**config.mk**
```make
export PLATFORM = sky130hd
export DESIGN_NAME = stdp_array_flat
export DESIGN_NICKNAME = d
export VERILOG_FILES = /design/src/rtl/stdp_array_if.sv /design/src/rtl/stdp_array.sv /design/src/flat_wrapper.sv
export SDC_FILE = /design/constraint.sdc
export NUM_CORES = 1
export LEC_CHECK = 0
export ABC_CLOCK_PERIOD_IN_PS = 2800
export CAP_MARGIN = 10
export CORE_UTILIZATION = 55
export DETAILED_ROUTE_END_ITERATION = 12
export PLACE_DENSITY = 0.85
export SETUP_SLACK_MARGIN = 0.02
export SLEW_MARGIN = 20
export SYNTH_ARGS = -nofsm -noshare
export SYNTH_HDL_FRONTEND = slang
export SYNTH_SLANG_ARGS = --single-unit
```
**constraint.sdc**
```tcl
create_clock -name clk -period 2.8 [get_ports clk]
set_clock_uncertainty 0.1 [all_clocks]
set_input_delay 0.42 -clock clk [delete_from_list [all_inputs] [get_ports clk]]
set_output_delay 0.42 -clock clk [all_outputs]
set_load 0.05 [all_outputs]
```
**src/rtl/stdp_array_if.sv**
```systemverilog
// Spike, learning-control, weight-load and observation signals of the STDP engine.
// The driver of spikes and loads takes master; the STDP engine takes slave.
interface stdp_array_if #(
  parameter int N   = 4,
  parameter int T_W = 4,
  parameter int W_W = 4
);
  localparam int IDX_W = (N > 1) ? $clog2(N) : 1;

  logic               learn_en;
  logic [N-1:0]       pre_spike;
  logic               post_spike;
  logic               wr_en;
  logic [IDX_W-1:0]   wr_idx;
  logic [W_W-1:0]     wr_data;
  logic [N*W_W-1:0]   weight;
  logic [N*T_W-1:0]   last_dt;
  logic [N-1:0]       ltp_mask;
  logic [N-1:0]       ltd_mask;
  logic               update_w_flag;

  modport master (
    output learn_en, pre_spike, post_spike, wr_en, wr_idx, wr_data,
    input  weight, last_dt, ltp_mask, ltd_mask, update_w_flag
  );

  modport slave (
    input  learn_en, pre_spike, post_spike, wr_en, wr_idx, wr_data,
    output weight, last_dt, ltp_mask, ltd_mask, update_w_flag
  );
endinterface

```
**src/rtl/stdp_array.sv**
```systemverilog
// STDP engine: per-channel spike timers, windowed shift-kernel LTP/LTD on saturating weights,
// host weight loads; all outputs update at the sampling edge. Optional decay: STDP_WEIGHT_DECAY_EN.
module stdp_array #(
  parameter int N            = 4,
  parameter int T_W          = 4,
  parameter int W_W          = 4,
  parameter int W_INIT       = 8,
  parameter int W_MAX        = 15,
  parameter int A_PLUS       = 8,
  parameter int A_MINUS      = 4,
  parameter int TAU_SHIFT    = 1,
  parameter int WINDOW       = 12,
  parameter int DECAY_PERIOD = 64
) (
  input  logic           clk,
  input  logic           rst_n,
  stdp_array_if.slave    bus
);
  localparam int             IDX_W = (N > 1) ? $clog2(N) : 1;
  localparam logic [T_W-1:0] STALE = '1;
  localparam logic [T_W-1:0] WIN   = T_W'(WINDOW);
  localparam logic [W_W-1:0] WMAX  = W_W'(W_MAX);
  localparam logic [W_W-1:0] WINIT = W_W'(W_INIT);
  localparam logic [W_W:0]   AP    = (W_W+1)'(A_PLUS);
  localparam logic [W_W:0]   AM    = (W_W+1)'(A_MINUS);

  logic [N*T_W-1:0] r_pre_t;
  logic [T_W-1:0]   r_post_t;
  logic [N*W_W-1:0] r_weight;
  logic [N*T_W-1:0] r_last_dt;
  logic [N-1:0]     r_ltp_mask;
  logic [N-1:0]     r_ltd_mask;
  logic             r_flag;

  logic [N*T_W-1:0] w_pre_t_nxt;
  logic [T_W-1:0]   w_post_t_nxt;
  logic [N*W_W-1:0] w_weight_nxt;
  logic [N*T_W-1:0] w_last_dt_nxt;
  logic [N-1:0]     w_ltp_mask;
  logic [N-1:0]     w_ltd_mask;
  logic [W_W-1:0]   w_wr_clamped;
  logic             w_decay_tick;

  assign w_wr_clamped = (bus.wr_data > WMAX) ? WMAX : bus.wr_data;
  assign w_post_t_nxt = bus.post_spike ? T_W'(1)
                      : ((r_post_t == STALE) ? r_post_t : r_post_t + T_W'(1));

`ifdef STDP_WEIGHT_DECAY_EN
  localparam int CNT_W = (DECAY_PERIOD > 1) ? $clog2(DECAY_PERIOD) : 1;
  logic [CNT_W-1:0] r_decay_cnt;

  assign w_decay_tick = (r_decay_cnt == CNT_W'(DECAY_PERIOD - 1)) && bus.learn_en;

  always_ff @(posedge clk) begin
    if (!rst_n) begin
      r_decay_cnt <= '0;
    end else if (r_decay_cnt == CNT_W'(DECAY_PERIOD - 1)) begin
      r_decay_cnt <= '0;
    end else begin
      r_decay_cnt <= r_decay_cnt + CNT_W'(1);
    end
  end
`else
  assign w_decay_tick = 1'b0;
`endif

  for (genvar gi = 0; gi < N; gi++) begin : g_ch
    logic [T_W-1:0] w_pre_t;
    logic [W_W-1:0] w_w;
    logic [T_W-1:0] w_ltp_dt;
    logic [W_W:0]   w_dp;
    logic [W_W:0]   w_dm;
    logic [W_W:0]   w_sum;
    logic [W_W:0]   w_diff;
    logic [W_W-1:0] w_sum_sat;
    logic [W_W-1:0] w_diff_sat;
    logic [W_W-1:0] w_decayed;
    logic           w_ltp_hit;
    logic           w_ltd_hit;
    logic           w_wr_hit;

    assign w_pre_t  = r_pre_t[gi*T_W +: T_W];
    assign w_w      = r_weight[gi*W_W +: W_W];
    // A pre spike coinciding with the post spike counts as dt = 0, not the stale/old timer.
    assign w_ltp_dt = bus.pre_spike[gi] ? '0 : w_pre_t;

    assign w_ltp_hit = bus.learn_en && bus.post_spike && (w_ltp_dt < WIN);
    assign w_ltd_hit = bus.learn_en && bus.pre_spike[gi] && !bus.post_spike && (r_post_t < WIN);
    assign w_wr_hit  = bus.wr_en && (bus.wr_idx == IDX_W'(gi));

    assign w_dp       = AP >> (w_ltp_dt >> TAU_SHIFT);
    assign w_dm       = AM >> (r_post_t >> TAU_SHIFT);
    assign w_sum      = {1'b0, w_w} + w_dp;
    assign w_diff     = {1'b0, w_w} - w_dm;
    assign w_sum_sat  = (w_sum > {1'b0, WMAX}) ? WMAX : w_sum[W_W-1:0];
    assign w_diff_sat = (w_dm > {1'b0, w_w}) ? '0 : w_diff[W_W-1:0];
    assign w_decayed  = (w_decay_tick && (w_w != '0)) ? w_w - W_W'(1) : w_w;

    assign w_ltp_mask[gi] = w_ltp_hit && !w_wr_hit;
    assign w_ltd_mask[gi] = w_ltd_hit && !w_wr_hit;

    assign w_weight_nxt[gi*W_W +: W_W] = w_wr_hit  ? w_wr_clamped
                                       : w_ltp_hit ? w_sum_sat
                                       : w_ltd_hit ? w_diff_sat
                                       : w_decayed;

    assign w_last_dt_nxt[gi*T_W +: T_W] = w_ltp_mask[gi] ? w_ltp_dt : r_last_dt[gi*T_W +: T_W];

    assign w_pre_t_nxt[gi*T_W +: T_W] = bus.pre_spike[gi] ? T_W'(1)
                                      : ((w_pre_t == STALE) ? w_pre_t : w_pre_t + T_W'(1));
  end

  always_ff @(posedge clk) begin
    if (!rst_n) begin
      r_pre_t    <= {N{STALE}};
      r_post_t   <= STALE;
      r_weight   <= {N{WINIT}};
      r_last_dt  <= '0;
      r_ltp_mask <= '0;
      r_ltd_mask <= '0;
      r_flag     <= 1'b0;
    end else begin
      r_pre_t    <= w_pre_t_nxt;
      r_post_t   <= w_post_t_nxt;
      r_weight   <= w_weight_nxt;
      r_last_dt  <= w_last_dt_nxt;
      r_ltp_mask <= w_ltp_mask;
      r_ltd_mask <= w_ltd_mask;
      r_flag     <= |{w_ltp_mask, w_ltd_mask};
    end
  end

  assign bus.weight        = r_weight;
  assign bus.last_dt       = r_last_dt;
  assign bus.ltp_mask      = r_ltp_mask;
  assign bus.ltd_mask      = r_ltd_mask;
  assign bus.update_w_flag = r_flag;
endmodule

```
**src/flat_wrapper.sv**
```systemverilog
// flat-port wrapper written by rule: the top's interface ports become plain ports
module stdp_array_flat 
#(
  parameter int N            = 4,
  parameter int T_W          = 4,
  parameter int W_W          = 4,
  parameter int W_INIT       = 8,
  parameter int W_MAX        = 15,
  parameter int A_PLUS       = 8,
  parameter int A_MINUS      = 4,
  parameter int TAU_SHIFT    = 1,
  parameter int WINDOW       = 12,
  parameter int DECAY_PERIOD = 64
)
  (clk, rst_n, bus_learn_en, bus_pre_spike, bus_post_spike, bus_wr_en, bus_wr_idx, bus_wr_data, bus_weight, bus_last_dt, bus_ltp_mask, bus_ltd_mask, bus_update_w_flag);
  stdp_array_if #(.N(N), .T_W(T_W), .W_W(W_W)) bus_i ();
  input  logic clk;
  input  logic rst_n;
  input wire logic [$bits(bus_i.learn_en)-1:0] bus_learn_en;
  input wire logic [$bits(bus_i.pre_spike)-1:0] bus_pre_spike;
  input wire logic [$bits(bus_i.post_spike)-1:0] bus_post_spike;
  input wire logic [$bits(bus_i.wr_en)-1:0] bus_wr_en;
  input wire logic [$bits(bus_i.wr_idx)-1:0] bus_wr_idx;
  input wire logic [$bits(bus_i.wr_data)-1:0] bus_wr_data;
  output wire logic [$bits(bus_i.weight)-1:0] bus_weight;
  output wire logic [$bits(bus_i.last_dt)-1:0] bus_last_dt;
  output wire logic [$bits(bus_i.ltp_mask)-1:0] bus_ltp_mask;
  output wire logic [$bits(bus_i.ltd_mask)-1:0] bus_ltd_mask;
  output wire logic [$bits(bus_i.update_w_flag)-1:0] bus_update_w_flag;
  assign bus_i.learn_en = bus_learn_en;
  assign bus_i.pre_spike = bus_pre_spike;
  assign bus_i.post_spike = bus_post_spike;
  assign bus_i.wr_en = bus_wr_en;
  assign bus_i.wr_idx = bus_wr_idx;
  assign bus_i.wr_data = bus_wr_data;
  assign bus_weight = bus_i.weight;
  assign bus_last_dt = bus_i.last_dt;
  assign bus_ltp_mask = bus_i.ltp_mask;
  assign bus_ltd_mask = bus_i.ltd_mask;
  assign bus_update_w_flag = bus_i.update_w_flag;
  stdp_array #(.N(N), .T_W(T_W), .W_W(W_W), .W_INIT(W_INIT), .W_MAX(W_MAX), .A_PLUS(A_PLUS), .A_MINUS(A_MINUS), .TAU_SHIFT(TAU_SHIFT), .WINDOW(WINDOW), .DECAY_PERIOD(DECAY_PERIOD)) u_core (.clk(clk), .rst_n(rst_n), .bus(bus_i));
endmodule
```
== Word level (Yosys, flattened, before mapping) ==
Cells that the tools add are included.
W data, S select, Z words.

* Memories kept: 0
* Register bits after elaboration: 61
* Bits in read-only memories: 0
* Logic and storage cells: 147
* Output and inout port bits: 41
* Bits in latches: 0
* RAM bits: 0
* Input bits: 15

* Div/mod/pow operators: 0
* Mux-type cells: 35
* Bitwise operators: 1
* Reductions and logical operators: 45
* Order comparisons: 14
* Shifts and indexed selects: 5
* Multipliers: 0
* $add $sub $neg: 13
* Equality and inequality tests: 13

{| class="wikitable"
|+ Operators with widths
! operator !! count
|-
| $mux W4 || 35
|-
| $logic_and A1 B1 Y1 || 29
|-
| $add A4 B1 Y4 const B || 5
|-
| $add A4 B5 Y5 || 4
|-
| $eq A4 B4 Y1 const B || 5
|-
| $gt A5 B4 Y1 || 4
|-
| $gt A5 B4 Y1 const B || 4
|-
| $lt A4 B4 Y1 const B || 5
|-
| $shr A4 B3 Y5 const A || 4
|-
| $sub A4 B4 Y4 || 4
|-
| $reduce_bool A3 Y1 || 4
|-
| $ne A2 B2 Y1 const B || 5
|-
| $reduce_or A2 Y1 || 5
|-
| $reduce_or A8 Y1 || 1
|-
| $logic_not A1 Y1 || 5
|-
| $shr A3 B3 Y5 const A || 1
|-
| $eq A2 B2 Y1 const B || 2
|-
| $gt A4 B4 Y1 const B || 1
|-
| $eq A2 B1 Y1 const B || 1
|-
| $logic_not A2 Y1 || 1
|-
| $not A1 Y1 || 1
|}

== Depth between registers and ports, before layout ==
* Word-level depth: 7
* Mapped depth: 11
* Mapped depth without buffers: 10

== Least setup slack after synthesis ==
OpenSTA, ideal clock, no wires.

* Kind: input-to-reg
* Start point: in bus_pre_spike[3]
* End point: reg u_core.r_weight[14], in the netlist u_core.bus.weight[14]
* Setup slack: 468 ps
* Stages on the path: 11
* Path buffers: 1
* Data required time: 2580 ps
* Arrival: 2112 ps
* Setup time: 120 ps
* Cells stage by stage: clkbuf_1 > nor2_1 > and3_1 > ha_1 > inv_1 > fa_1 > nor2b_1 > a22oi_1 > o311a_1 > a21oi_1 > a21oi_1

* Cells in the longest elaborated chain, start to end: 7
* Elaborated cells on any way between the ends: 13
* Classes of those cells: 1 x add/sub; 2 x order compare; 1 x shift; 4 x mux; 5 x reduce/logical

{| class="wikitable"
|+ RTL lines
! item !! RTL line !! text
|-
| start: declaration || flat_wrapper.sv:20 || <nowiki>input wire logic [$bits(bus_i.pre_spike)-1:0] bus_pre_spike;</nowiki>
|-
| $mux W4 || stdp_array.sv:85 || <nowiki>assign w_ltp_dt = bus.pre_spike[gi] ? '0 : w_pre_t;</nowiki>
|-
| $shr A4 B3 Y5 || stdp_array.sv:91 || <nowiki>assign w_dp = AP >> (w_ltp_dt >> TAU_SHIFT);</nowiki>
|-
| $add A4 B5 Y5 || stdp_array.sv:93 || <nowiki>assign w_sum = {1'b0, w_w} + w_dp;</nowiki>
|-
| $gt A5 B4 Y1 || stdp_array.sv:95 || <nowiki>assign w_sum_sat = (w_sum > {1'b0, WMAX}) ? WMAX : w_sum[W_W-1:0];</nowiki>
|-
| $mux W4 || stdp_array.sv:95 ||
|-
| $mux W4 || stdp_array.sv:103 || <nowiki>: w_ltp_hit ? w_sum_sat</nowiki>
|-
| $mux W4 || stdp_array.sv:102 || <nowiki>assign w_weight_nxt[gi*W_W +: W_W] = w_wr_hit ? w_wr_clamped</nowiki>
|-
| end signal: assignment || stdp_array.sv:117 || <nowiki>r_weight <= {N{WINIT}};</nowiki>
|-
| end signal: assignment || stdp_array.sv:125 || <nowiki>r_weight <= w_weight_nxt;</nowiki>
|-
| end: declaration || stdp_array.sv:29 || <nowiki>logic [N*W_W-1:0] r_weight;</nowiki>
|}

Several ways; a longest one is shown, not always the timed one.
A chain may end at the register's enable or synchronous reset.

== Final worst setup path ==
* Start point: reg u_core.r_post_t[2]
* End point: reg u_core.r_weight[7], in the netlist u_core.bus.weight[7]

* Cells in the longest elaborated chain, start to end: 6
* Elaborated cells on any way between the ends: 10
* Classes of those cells: 1 x add/sub; 2 x order compare; 1 x shift; 4 x mux; 2 x reduce/logical

{| class="wikitable"
|+ RTL lines
! item !! RTL line !! text
|-
| start: declaration || stdp_array.sv:28 || <nowiki>logic [T_W-1:0] r_post_t;</nowiki>
|-
| start signal: assignment || stdp_array.sv:124 || <nowiki>r_post_t <= w_post_t_nxt;</nowiki>
|-
| $shr A3 B3 Y5 || stdp_array.sv:92 || <nowiki>assign w_dm = AM >> (r_post_t >> TAU_SHIFT);</nowiki>
|-
| $sub A4 B4 Y4 or $gt A5 B4 Y1 (tied branches) || stdp_array.sv:94, stdp_array.sv:96 ||
|-
| $mux W4 || stdp_array.sv:96 || <nowiki>assign w_diff_sat = (w_dm > {1'b0, w_w}) ? '0 : w_diff[W_W-1:0];</nowiki>
|-
| $mux W4 || stdp_array.sv:104 || <nowiki>: w_ltd_hit ? w_diff_sat</nowiki>
|-
| $mux W4 || stdp_array.sv:103 ||
|-
| $mux W4 || stdp_array.sv:102 ||
|}

Several ways; a longest one is shown, not always the timed one. The select of a mux whose other input is x is not followed.

==> results.cfg <==
[global_routing]
grt_pass1_wl_mm = 19.49
antenna_found_initial = 0
grt_pass1_vias = 4120
grt_start_max_net_pins = 15
grtUsageTotal_pct = 29.07
grt_overflow = 0

[logic_synthesis]
synth.yosys.seq_area_share_pct = 27.60
synth_seq_cells = 61
synthArstFlopShare_pct = 0
synth_top_area_share_pct = 27.60
yosys-top-cells-count = dfxtp_1, nand2_1, ha_1, a21oi_1, o21ai_0
syn_avg_cell_area_um2 = 8.348
synth.area.top_cells = dfxtp_1, ha_1, a21oi_1
synth_edf_count = 0
syn_area_um2 = 4424
ys.flop_type = dfxtp_1
synthDistinctLibCells = 64
synth_area_leader_cell = dfxtp_1
syn_nets = 598
syn_inst = 530
ys_warn_count = 0
yosysMostFrequentCell = dfxtp_1

[sta]
tightest_slew_ns = 0.5145
slew_headroom_pct = 65.59
drv_slew = 0
finalCritPeriodShare_pct = 91.82
fin_hold_ws_ns = 0.3505
hold_violations = 0
fin_tns_setup_ns = 0
max_freq_mhz = 389.0
rsz0062_at_grt = false
period_minus_slack_ns = 2.571
finalSetupViolCount = 0

[pwr]
vdd_drop_max_mv = 0.3776
p_sw_share_pct = 37.21
p_int_mw = 1.666
power.switching_mw = 0.9870
p_leak_nw = 2.248
power_density_nw_per_um2 = 500.1
pwr-share-comb_pct = 35.1
p_clk_share_pct = 25.4
seqPwrFrac_pct = 39.5

[finish]
nNetsFinal = 663
fin_area_um2 = 5304
drive_gt1_share_pct = 9.516
diodes = 0
area_growth_syn_to_layout_pct = 19.88
fillers = 649

[routing]
drtPass1Iterations = 5
route.vias.total = 4248
drtIter0Drc = 226
ant_nets = 0
vias_per_cell = 6.060
drc = 0
routed_wl_mm = 11.51
routedWlPerCell_um = 16.42

[setup_path]
worstReg2RegStart = u_core.r_post_t[2]
rr_worst_depth = 8
crit_required_ns = 2.99
reg2reg_slack_ns = 0.23
crit_end = u_core.bus.weight[7]
crit_start = u_core.r_post_t[2]
cp-start-kind = flop
cp.arrival_ns = 2.76
crit_path_end_kind = flop
critical_path_class = flop to flop
r2r_end = u_core.bus.weight[7]
crit_path_max_fanout = 8

[place]
portBuffers = 55
dpl.hpwl_mm = 8.530
dpl_cell_area_um2 = 5145
finalWeightedCongestion = 0.9490

[clocking]
cts.clk_slew.worst_paths_ns = 0.07
post_cts_buffers = 0
worstSkewPairLatency_ns = 0.35
clock_sinks = 61
cts_buffers = 9
cts_tree = yes
cts_root_buffer = clkbuf_8
cts-htree-levels = 3
cts_buffer_depth = 2

[die]
initial_core_util_pct = 56.96
core_area_um2 = 7767
die_h_um = 91.69
num_rows = 32
dieArea_um2 = 8407
die_w_um = 91.69
io_pins = 56

[flow_run]
cap_violations = 0

[hold_path]
hold_class = flop to flop

[status]
outcome = finished, final reports clean
-- power groups by stage --
stage / combinational, mW / clock, mW / sequential [mW]
final: 0.931 / 0.675 / 1.05
after floorplan: 0.540 / 0 / 1.17
after CTS: 0.925 / 0.685 / 1.04
after global routing: 1.02 / 0.738 / 1.06
after detailed placement: 0.916 / 0 / 1.06
after global placement: 0.884 / 0 / 1.06
-- sequential cells by signal (all words and copies together), names as in the netlist --
register and cells:
u_core.r_post_t 4, u_core.bus.weight 16, u_core.bus.ltp_mask 4, u_core.bus.update_w_flag 1, u_core.bus.last_dt 16, u_core.r_pre_t 16, u_core.bus.ltd_mask 4
-- how the worst min path moves through the flow --
stage                                start                     end  slack, ns  cells after the start
detailed placement  u_core.bus.last_dt[11]  u_core.bus.last_dt[11]       0.34                      2
CTS                 u_core.bus.last_dt[11]  u_core.bus.last_dt[11]       0.35                      2
finish              u_core.bus.last_dt[11]  u_core.bus.last_dt[11]       0.35                      2
global placement     u_core.bus.last_dt[8]   u_core.bus.last_dt[8]       0.34                      2
global route        u_core.bus.last_dt[13]  u_core.bus.last_dt[13]       0.38                      2
floorplan               u_core.r_pre_t[12]  u_core.bus.last_dt[12]       0.40                      2
-- metal layers --
layer / GRT usage (%) / vias up / part of all wire, %
met1: 34.97 / 2038 / 42
met5: 0 / - / 0
li1: - / 2038 / -
met3: 6.551 / 31 / 5.7
met2: 50.44 / 141 / 49
met4: 11.07 / 0 / 2.5
-- logic make-up (layout without fill, tap and decap cells) --
family                   Yosys count  count (layout)  share of synthesized area, %
AND/OR/NAND/NOR                  199             199                         24.52
AO/OA/AOI/OAI                    145             145                         22.45
multiplexers                      11              11                         2.489
XOR/XNOR                           9               9                         1.782
adder cells (fa/ha/maj)           53              53                         16.35
buffers and inverters             52             121                         4.808
flip-flops                        61              61                         27.60
-- layout by cell type, fill, tap and decap left out, types with 4 or more instances in the layout --
cell type and count:
or2_2 4, o21a_1 4, or3_1 6, a21o_1 6, and3_1 4, nor2_1 29
nor4_1 4, a21boi_0 4, nor3_1 11, o21ai_0 36, nand2b_1 13, a211oi_1 7
inv_1 33, dfxtp_1 61, nor2b_1 8, xor2_1 7, o211ai_1 4, mux2i_1 11
fa_1 8, nand3b_1 22, a31o_2 4, a21oi_1 38, buf_4 17, nor3b_1 4
nand2_1 48, nand3_1 23, a31oi_1 8, clkdlybuf4s50_1 55, ha_1 45, clkbuf_8 10
-- what timing repair did --
action / in CTS / in global routing
hold buffers: 0 / 0
endpoints found under the hold margin: 0 / 0
gates resized for setup: 0 / 1
endpoints found under the setup margin: 0 / 1
-- per-stage QoR --
step / utilization, % / setup WS, ns / cells / power (mW)
floorplan: - / 0.4679 / 530 / 1.710
global placement: 66.24 / 0.06355 / 686 / 1.944
detailed placement: 66.24 / -0.01313 / 686 / 1.979
CTS: 68.28 / 0.1805 / 701 / 2.654
global route: 68.28 / 0.08720 / 701 / 2.818
finish: 68.28 / 0.2290 / 701 / 2.653
-- cell type report --
type                            instances  area, um2  share of cell area (%)
Clock buffer                           13      148.9                   2.807
Clock inverter                          2      10.01                  0.1887
Inverter                               34      127.6                   2.406
Multi-Input combinational cell        417       2990                   56.38
Sequential cell                        61       1221                   23.02
Tap cell                              102      127.6                   2.406
Timing Repair Buffer                   72      678.2                   12.79
-- worst max-delay path: stages (launching register included) --
cell and delay (ns):
dfxtp_1 0.40, or3_2 0.60, inv_2 0.16, ha_1 0.30, a21oi_1 0.17, o21a_1 0.20
a311oi_1 0.12, a311oi_1 0.30, o22a_1 0.19
Power figures use the tool's default switching activity.
